**config.mk**
```make
export PLATFORM = sky130hd
export DESIGN_NAME = pos_ram_ctrl
export DESIGN_NICKNAME = d
export VERILOG_FILES = /design/src/rtl/pos_ram_ctrl.sv
export SDC_FILE = /design/constraint.sdc
export NUM_CORES = 1
export LEC_CHECK = 0
export CORE_MARGIN = 10
export CORE_UTILIZATION = 25
export DETAILED_ROUTE_END_ITERATION = 6
export DONT_BUFFER_PORTS = 1
export REMOVE_ABC_BUFFERS = 1
export SYNTH_ARGS = -nofsm -noshare
export SYNTH_HDL_FRONTEND = slang
export SYNTH_SLANG_ARGS = --single-unit
```
**constraint.sdc**
```tcl
create_clock -name clock -period 2 [get_ports clock]
set_clock_uncertainty 0.1 [all_clocks]
set_input_delay 0.4 -clock clock [delete_from_list [all_inputs] [get_ports clock]]
set_output_delay 0.4 -clock clock [all_outputs]
set_load 0.03 [all_outputs]
```
**src/rtl/pos_ram_ctrl.sv**
```systemverilog
// pos_ram_ctrl: sequencer/arbiter for one single-port position RAM.
// It shares the RAM between a burst read stream (start address + count ->
// an address-tagged word stream) and a motion-update write port.
// The RAM ports are registered, and a {valid, addr, last} tag pipeline
// follows the RAM read latency.
// Optional build macro POS_RAM_FAIR_ARB_EN: when it is defined, four
// back-to-back write grants in STREAM force the next slot to be a read.
module pos_ram_ctrl #(
    parameter int DEPTH        = 512,
    parameter int ADDR_WIDTH   = 9,
    parameter int READ_LATENCY = 2
) (
    input  logic                  clock,
    input  logic                  rst,
    input  logic                  start,
    input  logic [ADDR_WIDTH-1:0] start_addr,
    input  logic [ADDR_WIDTH:0]   rd_count,
    output logic                  busy,
    output logic                  done,
    input  logic                  wr_req,
    input  logic [ADDR_WIDTH-1:0] wr_addr,
    input  logic [31:0]           wr_data,
    output logic                  wr_ack,
    output logic                  out_valid,
    output logic [ADDR_WIDTH-1:0] out_addr,
    output logic [31:0]           out_data,
    output logic                  out_last,
    output logic [ADDR_WIDTH-1:0] ram_address,
    output logic [31:0]           ram_data,
    output logic                  ram_rden,
    output logic                  ram_wren,
    input  logic [31:0]           ram_q
);

    typedef enum logic [1:0] {
        ST_IDLE   = 2'd0,
        ST_STREAM = 2'd1,
        ST_DRAIN  = 2'd2
    } state_t;

    // Counts above DEPTH are clamped so that a burst never reads more than the RAM holds.
    localparam logic [ADDR_WIDTH:0]   MAX_COUNT = (ADDR_WIDTH+1)'(DEPTH);
    localparam logic [ADDR_WIDTH:0]   ONE_CNT   = {{ADDR_WIDTH{1'b0}}, 1'b1};
    localparam logic [ADDR_WIDTH:0]   ZERO_CNT  = {(ADDR_WIDTH+1){1'b0}};
    localparam logic [ADDR_WIDTH-1:0] ONE_PTR   = {{(ADDR_WIDTH-1){1'b0}}, 1'b1};

    state_t                  state_r, state_s;
    logic [ADDR_WIDTH-1:0]   rd_ptr_r, rd_ptr_s;
    logic [ADDR_WIDTH:0]     remaining_r, remaining_s;
    logic                    busy_r, done_r, done_s;
    logic                    wr_grant_s, rd_grant_s, rd_last_s;
    logic                    force_rd_s, pipe_empty_s;

    logic                    ram_rden_r, ram_wren_r, tag_last_r;
    logic [ADDR_WIDTH-1:0]   ram_address_r;
    logic [31:0]             ram_data_r;

    logic [READ_LATENCY-1:0] pv_r, pl_r;
    logic [ADDR_WIDTH-1:0]   pa_r [READ_LATENCY];

    logic                    out_valid_r, out_last_r;
    logic [ADDR_WIDTH-1:0]   out_addr_r;
    logic [31:0]             out_data_r;

`ifdef POS_RAM_FAIR_ARB_EN
    logic [2:0] wr_run_r;

    assign force_rd_s = (wr_run_r == 3'd4);

    // Run length of consecutive write grants inside STREAM; cleared by any read or outside STREAM.
    always_ff @(posedge clock) begin
        if (rst) begin
            wr_run_r <= 3'd0;
        end else if ((state_r != ST_STREAM) || rd_grant_s) begin
            wr_run_r <= 3'd0;
        end else if (wr_grant_s) begin
            wr_run_r <= wr_run_r + 3'd1;
        end else begin
            wr_run_r <= wr_run_r;
        end
    end
`else
    assign force_rd_s = 1'b0;
`endif

    // The tag pipeline is empty once no read is on the RAM port or in flight.
    assign pipe_empty_s = ~ram_rden_r & ~(|pv_r);

    // Next-state and arbitration: one RAM slot per cycle, writes ahead of reads.
    always_comb begin
        state_s     = state_r;
        rd_ptr_s    = rd_ptr_r;
        remaining_s = remaining_r;
        wr_grant_s  = 1'b0;
        rd_grant_s  = 1'b0;
        rd_last_s   = 1'b0;
        done_s      = 1'b0;
        case (state_r)
            ST_IDLE: begin
                wr_grant_s = wr_req;
                if (start) begin
                    if (rd_count == ZERO_CNT) begin
                        done_s = 1'b1;
                    end else begin
                        state_s     = ST_STREAM;
                        rd_ptr_s    = start_addr;
                        remaining_s = (rd_count > MAX_COUNT) ? MAX_COUNT : rd_count;
                    end
                end else begin
                    state_s = ST_IDLE;
                end
            end
            ST_STREAM: begin
                if (wr_req && !force_rd_s) begin
                    wr_grant_s = 1'b1;
                end else begin
                    rd_grant_s  = 1'b1;
                    rd_ptr_s    = rd_ptr_r + ONE_PTR;
                    remaining_s = remaining_r - ONE_CNT;
                    if (remaining_r == ONE_CNT) begin
                        rd_last_s = 1'b1;
                        state_s   = ST_DRAIN;
                    end else begin
                        state_s = ST_STREAM;
                    end
                end
            end
            ST_DRAIN: begin
                wr_grant_s = wr_req;
                if (pipe_empty_s) begin
                    state_s = ST_IDLE;
                    done_s  = 1'b1;
                end else begin
                    state_s = ST_DRAIN;
                end
            end
            default: begin
                state_s = ST_IDLE;
            end
        endcase
    end

    // FSM state, burst pointer/count and the busy/done status registers.
    always_ff @(posedge clock) begin
        if (rst) begin
            state_r     <= ST_IDLE;
            rd_ptr_r    <= {ADDR_WIDTH{1'b0}};
            remaining_r <= ZERO_CNT;
            busy_r      <= 1'b0;
            done_r      <= 1'b0;
        end else begin
            state_r     <= state_s;
            rd_ptr_r    <= rd_ptr_s;
            remaining_r <= remaining_s;
            busy_r      <= (state_s != ST_IDLE);
            done_r      <= done_s;
        end
    end

    // RAM port registers: the slot granted this cycle drives the RAM next cycle.
    always_ff @(posedge clock) begin
        if (rst) begin
            ram_rden_r    <= 1'b0;
            ram_wren_r    <= 1'b0;
            tag_last_r    <= 1'b0;
            ram_address_r <= {ADDR_WIDTH{1'b0}};
            ram_data_r    <= 32'd0;
        end else begin
            ram_rden_r <= rd_grant_s;
            ram_wren_r <= wr_grant_s;
            tag_last_r <= rd_grant_s & rd_last_s;
            if (wr_grant_s) begin
                ram_address_r <= wr_addr;
                ram_data_r    <= wr_data;
            end else if (rd_grant_s) begin
                ram_address_r <= rd_ptr_r;
                ram_data_r    <= ram_data_r;
            end else begin
                ram_address_r <= ram_address_r;
                ram_data_r    <= ram_data_r;
            end
        end
    end

    // Tag shift register kept in step with the RAM read latency.
    always_ff @(posedge clock) begin
        if (rst) begin
            pv_r <= {READ_LATENCY{1'b0}};
            pl_r <= {READ_LATENCY{1'b0}};
            for (int i = 0; i < READ_LATENCY; i++) begin
                pa_r[i] <= {ADDR_WIDTH{1'b0}};
            end
        end else begin
            pv_r[0] <= ram_rden_r;
            pl_r[0] <= tag_last_r;
            pa_r[0] <= ram_address_r;
            for (int i = 1; i < READ_LATENCY; i++) begin
                pv_r[i] <= pv_r[i-1];
                pl_r[i] <= pl_r[i-1];
                pa_r[i] <= pa_r[i-1];
            end
        end
    end

    // Output stage: capture ram_q together with its tag.
    always_ff @(posedge clock) begin
        if (rst) begin
            out_valid_r <= 1'b0;
            out_last_r  <= 1'b0;
            out_addr_r  <= {ADDR_WIDTH{1'b0}};
            out_data_r  <= 32'd0;
        end else begin
            out_valid_r <= pv_r[READ_LATENCY-1];
            out_last_r  <= pv_r[READ_LATENCY-1] & pl_r[READ_LATENCY-1];
            if (pv_r[READ_LATENCY-1]) begin
                out_addr_r <= pa_r[READ_LATENCY-1];
                out_data_r <= ram_q;
            end else begin
                out_addr_r <= out_addr_r;
                out_data_r <= out_data_r;
            end
        end
    end

    assign busy        = busy_r;
    assign done        = done_r;
    assign wr_ack      = wr_grant_s;
    assign out_valid   = out_valid_r;
    assign out_addr    = out_addr_r;
    assign out_data    = out_data_r;
    assign out_last    = out_last_r;
    assign ram_address = ram_address_r;
    assign ram_data    = ram_data_r;
    assign ram_rden    = ram_rden_r;
    assign ram_wren    = ram_wren_r;

endmodule
```
==> flow_metrics.env, run 1 <==
export IMPL_status="completed"
export IMPL_dp_hpwl_um=10540
export IMPL_synth_avg_cell_area_sq_um=9.215
export IMPL_clock_latency_ns=0.42
export IMPL_max_stage_delay_ns=0.41
export IMPL_synth_async_reset_ratio=0
export IMPL_grt_setup_unrepaired="no"
export IMPL_synth_xor_area_share=0.001682
export IMPL_cpMaxStageDelayCell="dfxtp_4"
export IMPL_synth_most_common_cell="dfxtp_1"
export IMPL_final_hold_viol_count=0
export IMPL_synth_simple_area_share=0.2004
export IMPL_fp_row_count=52
export IMPL_htree_levels=4
export IMPL_p_leak_nw=2.589
export IMPL_yosysSeqAreaShare=0.5076
export IMPL_grt_pass1_wl_um=23880
export IMPL_cp_cell_sequence="buf_4, nand2_1, nand2_2, inv_2, buf_12"
export IMPL_fillCellCount=2102
export IMPL_critPathKind="reg -> out"
export IMPL_pre_cts_ws_ns=0.1738
export IMPL_timing_fmax_mhz=525.2
export IMPL_ys_types=53
export IMPL_muxShareOfSynthArea=0.07883
export IMPL_ir_drop_mv=0.5448
export IMPL_wl_per_cell_um=17.58
export IMPL_tightest_slew_ns=0.7411
export IMPL_synth_top_area_cell="dfxtp_1"
export IMPL_track_usage=0.1136
export IMPL_post_route_period_util=0.9521
export IMPL_port_buffers=0
export IMPL_synth_top_cells_by_area="dfxtp_1 51%, mux2i_1 7.9%, nand2_1 7.2%"
export IMPL_netlist_instances=565
export IMPL_cts_sinks=132
export IMPL_drtIter0Drc=340
export IMPL_ys_warn_count=0
export IMPL_clockBufferDepth=2
export IMPL_grt_pass1_vias=4007
export IMPL_yosysTopAreaCellShare=0.5076
export IMPL_drv_cap=0
export IMPL_endpoint_kind="output pin"
export IMPL_critPathBufInv=3
export IMPL_core_area_sq_um=20360
export IMPL_die_h_um=164.3
export IMPL_drc=0
export IMPL_fin_total_pwr_mw=6.897
export IMPL_die_w_um=164.3
export IMPL_area_growth_syn_to_layout_pct=31.31
export IMPL_grt_overflow_total=0
export IMPL_clkTransAtPathRegs_ns=0.07
export IMPL_fin_nets=722
export IMPL_fin_cells=906
export IMPL_diodes=0
export IMPL_boundaryPins=185
export IMPL_root_buffer="clkbuf_16"
export IMPL_grt_antenna_before_repair=0
export IMPL_hold_path_class="in -> reg"
export IMPL_viasPerCell=4.636
export IMPL_crit_arrival_ns=1.40
export IMPL_synth_edf_count=0
export IMPL_worstPathRequired_ns=1.50
export IMPL_antenna_left=0
export IMPL_routed_wl_um=15930
export IMPL_place_gp_congestion=0.7933
export IMPL_initial_core_util=0.2557
export IMPL_synth_common_cells="132 x dfxtp_1, 100 x nand2_1, 63 x nor2_1, 41 x a21oi_1, 41 x mux2i_1"
export IMPL_yosys_register_bits=132
export IMPL_critPathTopFamily="flip-flops"
export IMPL_grt_max_degree=74
export IMPL_slew_headroom=0.5043
export IMPL_cts_tree="yes"
export IMPL_post_place_cells=812
export IMPL_layout_drive_gt1_share=0.1242
export IMPL_fp_dieArea_sq_um=27000
export IMPL_setup_violations=0
export IMPL_cp_max_fo=17
export IMPL_cts_made_buffers=17
export IMPL_final_area_sq_um=6837
export IMPL_drv_slew=0
export IMPL_power_density_nw_per_um2=1009
export IMPL_setup_ws_ns=0.09579
export IMPL_syn_area_sq_um=5206
export IMPL_synth_top_family_by_area="simple AND/OR/NAND/NOR gates"
export IMPL_start_kind="register"
export IMPL_synthAdderAreaFrac=0.007210
export IMPL_drt_first_pass_iters=4
export IMPL_postPlaceCellArea_sq_um=5543
export IMPL_synth_compound_area_frac=0.1625
export IMPL_ys_flop_type="dfxtp_1"
export IMPL_fin_crit_ns=1.904
export IMPL_vias=4200
## logic make-up (layout without fill, tap and decap cells)
logic type	after synthesis	in the layout
muxes	41	41
adders and majority gates	3	3
DFF	132	132
buffers and inverters	49	120
and+or+nand+nor	230	230
xor gates and xnor gates	1	1
AOI/OAI and AO/OA	109	109
## state kept, by name, summed over array words and instances (netlist names)
| register | cells |
|---|---|
| out_data | 32 |
| rd_ptr_r | 9 |
| done | 1 |
| out_last | 1 |
| pv_r | 2 |
| ram_address | 9 |
| remaining_r | 10 |
| ram_rden | 1 |
| pa_r | 18 |
| pl_r | 2 |
| busy | 1 |
| ram_wren | 1 |
| state_r | 2 |
| out_valid | 1 |
| ram_data | 32 |
| tag_last_r | 1 |
| out_addr | 9 |
## final cells by class
type	instances	area (sq um)	area share
clock inverter	15	196.4	0.02873
multi-input combinational	384	2352	0.3441
clock buffer	17	425.4	0.06223
inverter	8	30.03	0.004392
sequential	132	2649	0.3874
tap	270	337.8	0.04941
timing repair buffer	80	845.8	0.1237
## layer usage
layer  track usage  wire [um]  part of all wire  up-vias
li1              -          -                 -     2085
met1        0.1364       6588              0.41     1950
met2        0.1761       7509              0.47      149
met3       0.05257       1661              0.10       16
met4       0.03737        172             0.011        0
met5             0          0                 0        -
## worst reg2reg max path: stages (launching register included)
cell and delay (ns):
dfxtp_1 0.34, inv_1 0.11, ha_1 0.22, or4b_4 0.50
nor4_1 0.18, a31oi_1 0.08, o32ai_2 0.19
## power by group
group	internal (mW)	switching, mW	leakage [nW]
registers	2.76	0.235	1.08
clock network	2.00	1.26	0.295
logic	0.309	0.346	1.21
total	5.06	1.84	2.59
## per-stage QoR
| stage | setup TNS (ns) | hold slack, ns | util |
|---|---|---|---|
| after CTS | 0 | 0.001120 | 0.3334 |
| after floorplan | -26.84 | 0.3057 | - |
| after global routing | 0 | 0.001665 | 0.3357 |
| after global placement | 0 | 0.3168 | 0.2722 |
| after detailed placement | 0 | 0.3215 | 0.2722 |
| final | 0 | 0.02381 | 0.3357 |
## layout by cell type (no fill, tap or decap), types with 4 or more instances in the layout
cell	n
inv_1	7
dlygate4sd3_1	58
dfxtp_1	129
buf_4	15
nor3b_1	4
nor2_1	63
a31oi_1	7
o32ai_2	10
clkinv_4	4
nor3_1	12
a21oi_1	41
buf_12	5
nand3_1	6
clkbuf_16	18
a221oi_1	5
mux2i_1	41
nand2_1	99
a311oi_1	11
nor2b_1	25
## final timing paths
check,start,to,slack (ns),cells after the start
worst max-delay path,state_r[0]$_SDFF_PP0_,wr_ack,0.1,5
worst min-delay path,wr_data[12],ram_data[12]$_SDFFE_PP0P_,0.02,2
worst max register to register,remaining_r[0]$_SDFFE_PP0P_,remaining_r[6]$_SDFFE_PP0P_,0.19,6
worst min register to register,pl_r[1]$_SDFF_PP0_,out_last$_SDFF_PP0_,0.33,1
## repair_timing
item | in CTS | in global routing
hold endpoints to repair | 114 | 0
pin swaps | 0 | 0
gates cloned | 0 | 1
hold buffers | 59 | 0
resized for setup | 5 | 4
buffers inserted | 0 | 2
setup endpoints to repair | 1 | 2
No activity file was read; power rests on OpenSTA's default activity.
==> inputs of run 2 (changes only) <==
SLEW_MARGIN = 20   (was not set)
==> results of run 2 <==
No change in the layout: final DEF, timing and power equal those of run 1.
